## config.mk

```make
export PLATFORM = sky130hd
export DESIGN_NAME = instr_fetch_unit
export DESIGN_NICKNAME = d
export VERILOG_FILES = /design/src/rtl/instr_fetch_unit.sv
export SDC_FILE = /design/constraint.sdc
export NUM_CORES = 1
export LEC_CHECK = 0
export ABC_AREA = 1
export CAP_MARGIN = 0
export CORE_MARGIN = 1.5
export CORE_UTILIZATION = 48
export CTS_CLUSTER_DIAMETER = 100
export DETAILED_ROUTE_END_ITERATION = 7
export GPL_TIMING_DRIVEN = 0
export MAX_ROUTING_LAYER = met4
export PLACE_DENSITY = 0.88
export SYNTH_ARGS = -nofsm -noshare
export SYNTH_HDL_FRONTEND = slang
export SYNTH_SLANG_ARGS = --single-unit
```

## constraint.sdc

```tcl
create_clock -name clk -period 3.2 [get_ports clk]
set_clock_uncertainty 0.1 [all_clocks]
set_input_delay 0.64 -clock clk [delete_from_list [all_inputs] [get_ports clk]]
set_output_delay 0.64 -clock clk [all_outputs]
set_load 0.02 [all_outputs]
```

## src/rtl/instr_fetch_unit.sv

```systemverilog
// Instruction fetch unit: keeps a 2-entry prefetch FIFO filled from instruction
// memory, hands the head word to IR on LDIR, and flushes and redirects on pc_load.
module instr_fetch_unit (
    input  logic       clk,
    input  logic       rst_n,
    output logic       mem_req,
    output logic [7:0] mem_addr,
    input  logic       mem_ack,
    input  logic [5:0] mem_rdata,
    input  logic       LDIR,
    input  logic       pc_load,
    input  logic [7:0] pc_in,
    output logic [5:0] IR,
    output logic [1:0] buf_count,
    output logic       stall
);

    typedef enum logic [1:0] {
        S_IDLE = 2'd0,
        S_REQ  = 2'd1,
        S_HOLD = 2'd2
    } state_t;

    state_t     r_state;
    state_t     w_next_state;
    logic [7:0] r_ptr;
    logic [5:0] r_fifo [2];
    logic [1:0] r_count;
    logic [5:0] r_ir;

    logic       w_push;
    logic       w_pop;
    logic [1:0] w_count_next;
    logic [1:0] w_wr_idx;

    // pc_load has top priority: it blocks both the pop and the push
    always_comb begin
        w_pop        = LDIR && (r_count != 2'd0) && !pc_load;
        w_push       = (r_state == S_REQ) && mem_ack && !pc_load &&
                       ((r_count != 2'd2) || w_pop);
        w_count_next = r_count + {1'b0, w_push} - {1'b0, w_pop};
        w_wr_idx     = r_count - {1'b0, w_pop};
    end

    // NOTE: every signal driven in always_comb gets a default first, so no path leaves it unassigned and no latch is inferred.
    always_comb begin
        w_next_state = r_state;
        if (pc_load) begin
            w_next_state = S_REQ;
        end else begin
            case (r_state)
                S_IDLE:  w_next_state = S_REQ;
                S_REQ:   if (w_push && (w_count_next == 2'd2)) w_next_state = S_HOLD;
                S_HOLD:  if (w_pop) w_next_state = S_REQ;
                default: w_next_state = S_IDLE;
            endcase
        end
    end

    // NOTE: sequential state uses non-blocking assignments so every register samples pre-edge values.
    always_ff @(posedge clk or negedge rst_n) begin
        if (!rst_n) begin
            r_state <= S_IDLE;
            r_ptr   <= 8'h00;
            r_count <= 2'd0;
            r_ir    <= 6'b000000;
        end else begin
            r_state <= w_next_state;
            if (pc_load) begin
                r_ptr   <= pc_in;
                r_count <= 2'd0;
            end else begin
                if (w_push) r_ptr <= r_ptr + 8'd1;
                r_count <= w_count_next;
            end
            if (w_pop) r_ir <= r_fifo[0];
        end
    end

    // NOTE: FIFO storage is not reset; r_count qualifies every entry, so stale data is never observed.
    always_ff @(posedge clk) begin
        if (w_push && (w_wr_idx == 2'd0)) r_fifo[0] <= mem_rdata;
        else if (w_pop)                   r_fifo[0] <= r_fifo[1];
        if (w_push && (w_wr_idx == 2'd1)) r_fifo[1] <= mem_rdata;
    end

    assign mem_req   = (r_state == S_REQ);
    assign mem_addr  = r_ptr;
    assign IR        = r_ir;
    assign buf_count = r_count;
    // Gated by rst_n so stall reads 0 while reset is held
    assign stall     = rst_n && LDIR && (r_count == 2'd0) && !pc_load;

endmodule

```

==> summary.md <==
| Metric | Value |
|---|---|
| CP Class | `input pin to primary output` |
| Peak VDD IR | `0.244 mV` |
| GP Congestion | `0.824` |
| RSZ-0062 raised after global routing | `no` |
| DRC violations left | `0` |
| Port Buf Inserts | `36` |
| Area grow syn2layout | `31.4%` |
| ANT cells | `0` |
| CTS root buffer | `clkbuf_4` |
| Clock transition at the registers of the reported paths | `0.10 ns` |
| Die Ht | `58.8 microns` |
| Starting density of the core | `49.7%` |
| Fmax | `338 MHz` |
| Commonest non-fill, non-tap cell in the layout | `nand2_1` |
| Mapped Area | `1490 sq um` |
| Die Width | `58.8 microns` |
| Relative slew margins | `44.9%` |
| Routed Antenna Nets | `0` |
| Final setup vio count | `0` |
| Die ar. | `3450 sq um` |
| Clk sinks | `30` |
| Clock power frac | `20.9%` |
| Ratio of cells with drive above 1 in the final layout | `9.77%` |
| Post-CTS Setup Bufs | `0` |
| Ports | `37` |
| Worst r2r path cells | `6` |
| Buffers & Inverters on Critical Path | `2` |
| Cell-internal power | `0.000766 W` |
| Crit Path Max Fanout | `19` |
| Leak pwr | `0.912 nW` |
| DR vias/cell | `4.90` |
| Status | `finished, final reports clean` |
| Vias in the first global route | `1112` |
| Syn Inst Count | `171` |
| Syn_nets | `193` |
| Global route total overflow | `0` |
| Final hold slack | `0.352 ns` |
| Final Routed Wirelength | `2940 microns` |
| Sequential fraction of the synthesis area | `54.3%` |
| Initial drt markers | `59` |
| Synth Warn # | `0` |
| Wire per inst | `11.8 microns` |
| Psw | `0.000408 W` |
| Critical Path AT | `2.22 ns` |
| Final Cycle Share | `92.4%` |
| Htree depth | `2` |
| Sw frac | `34.8%` |
| Largest net degree at the start of global routing | `20` |
| Post-synth cell types | `23` |
| CP max stage delay | `0.74 ns` |
| Most frequent cells in the layout | `65 x nand2_1, 35 x clkdlybuf4s50_1, 20 x nand3_1, 18 x dfrtp_1, 13 x nor2_1` |
| Cell taking the most area after synthesis | `dfrtp_1` |
| Power Density | `599 nW/um^2` |
| Slowest CP cell | `dlygate4sd2_1` |
| Core region area | `3000 sq um` |
| Sequential fraction of design power | `45.2%` |
| WHS Path Cells | `2` |
| Initial antenna violation count | `0` |
| Longest Clk Path Bufs | `2` |
| Final hold viol count | `0` |
| Slew Viols, Final | `0` |
| Worst path depth | `4` |
| Post-route cell area | `1960 sq um` |
| CTS Buf Count | `5` |
| Placement Rows | `20` |
| Delay-heaviest family, CP | `buffers and inverters` |
| Critical Path Start Type | `input pin` |
| DP Area | `1890 sq um` |
| Post-DP HPWL | `2170 microns` |
| Worst Hold Class | `flip-flop to flip-flop` |
| Maxcap violations | `0` |
| Worst skew pair latency | `0.34 ns` |
| CP Cell Sequence | `dlygate4sd2_1 -> nand2_1 -> nor2_1 -> clkdlybuf4s50_1` |
| Synth top area share | `30.2%` |
| TNS Setup | `0 ns` |
| Comb pwr share | `33.9%` |
| CTS tree | `built` |
| Nets | `236` |
| Post-layout min period | `2.96 ns` |
| Final Core Density | `65.3%` |
| Worst EP required | `2.46 ns` |
| #FFs+latches synth | `30` |
| DRT Pass-1 Iters | `4` |
| Mean post-synth cell area | `8.73 sq um` |
| GRT Util Overall | `19.9%` |
| First-pass GRT wire length | `4820 microns` |
| Nature of the critical path endpoint | `primary output` |
| Hold_buf cts | `0` |
| Total number of vias | `1215` |
| Synth area leaders | `dfrtp_1 30%, edfxtp_1 24%, nand2_1 16%` |
| Worst-margin pin slew | `0.826 ns` |
==> synthesized netlist by cell type (all sizes together) <==
cell    number
nand2       70
nand3       20
dfrtp       18
inv         15
nor2        15
edfxtp      12
xnor2        4
a21oi        3
ha           3
a21boi       2
nand4        2
o21ai        2
xor2         2
buf          1
clkbuf       1
nor3b        1
==> worst min-delay path, cell delays in order (launching register included) <==
cell      delay (ns)
edfxtp_1        0.33
nand2_1         0.05
nand2_1         0.05
==> per-stage QoR <==
stage / setup slack (ns) / total power [W] / instances
final: 0.243 / 0.00117 / 248
after detailed placement: -0.238 / 0.000939 / 240
after global routing: 0.0342 / 0.00124 / 248
after global placement: -0.194 / 0.000924 / 240
after CTS: 0.125 / 0.00118 / 248
after floorplan: 0.680 / 0.000753 / 171
==> registers in the layout (all words and copies together), names as in the netlist <==
signal and count:
IR 6, r_fifo 12, buf_count 2, mem_addr 8, r_state 2
==> area by class of cell <==
| class | count | area [sq um] |
|---|---|---|
| Buffer | 2 | 8.76 |
| Sequential cell | 30 | 811 |
| Fill cell | 245 | 1040 |
| Clock inverter | 2 | 12.5 |
| Clock buffer | 6 | 51.3 |
| Multi-Input combinational cell | 124 | 622 |
| Timing Repair Buffer | 36 | 359 |
| Tap cell | 33 | 41.3 |
| Inverter | 15 | 56.3 |
==> logic make-up after synthesis <==
| logic type | share of synthesized area, % |
|---|---|
| XOR/XNOR | 3.52 |
| flip-flops | 54.3 |
| adder cells (fa/ha/maj) | 2.51 |
| buffers and inverters | 4.36 |
| AO/OA/AOI/OAI | 2.68 |
| AND/OR/NAND/NOR | 32.6 |
==> worst paths after layout <==
path / from / endpoint / slack (ns)
max: rst_n / stall / 0.24
min: r_fifo[0][5] / IR[5] / 0.35
max reg2reg: buf_count[0] / r_fifo[1][3] / 0.76
min reg2reg: r_fifo[0][5] / IR[5] / 0.35
max in group asynchronous: rst_n / mem_addr[0] / 2.09
min in group asynchronous: rst_n / IR[1] / 0.40
==> power by group through the flow <==
stage          clock network, W  logic (W)  registers [W]
2_1_floorplan                 0   0.000151       0.000602
3_3_place_gp                  0   0.000389       0.000535
3_5_place_dp                  0   0.000400       0.000539
4_1_cts                0.000250   0.000401       0.000531
5_1_grt                0.000273   0.000433       0.000539
6_report               0.000246   0.000398       0.000531
==> layer usage <==
| layer | vias up | global-route usage (%) | wire [microns] |
|---|---|---|---|
| met1 | 535 | 23.7 | 1300 |
| met4 | 0 | 7.79 | 56 |
| met2 | 37 | 30.6 | 1410 |
| met5 | - | - | 0 |
| met3 | 6 | 7.25 | 174 |
| li1 | 637 | - | - |
==> repair_timing <==
item / CTS / global route
pin swaps: 0 / 0
setup endpoints to repair: 1 / 6
gates resized for setup: 1 / 1
Power figures use the tool's default switching activity.
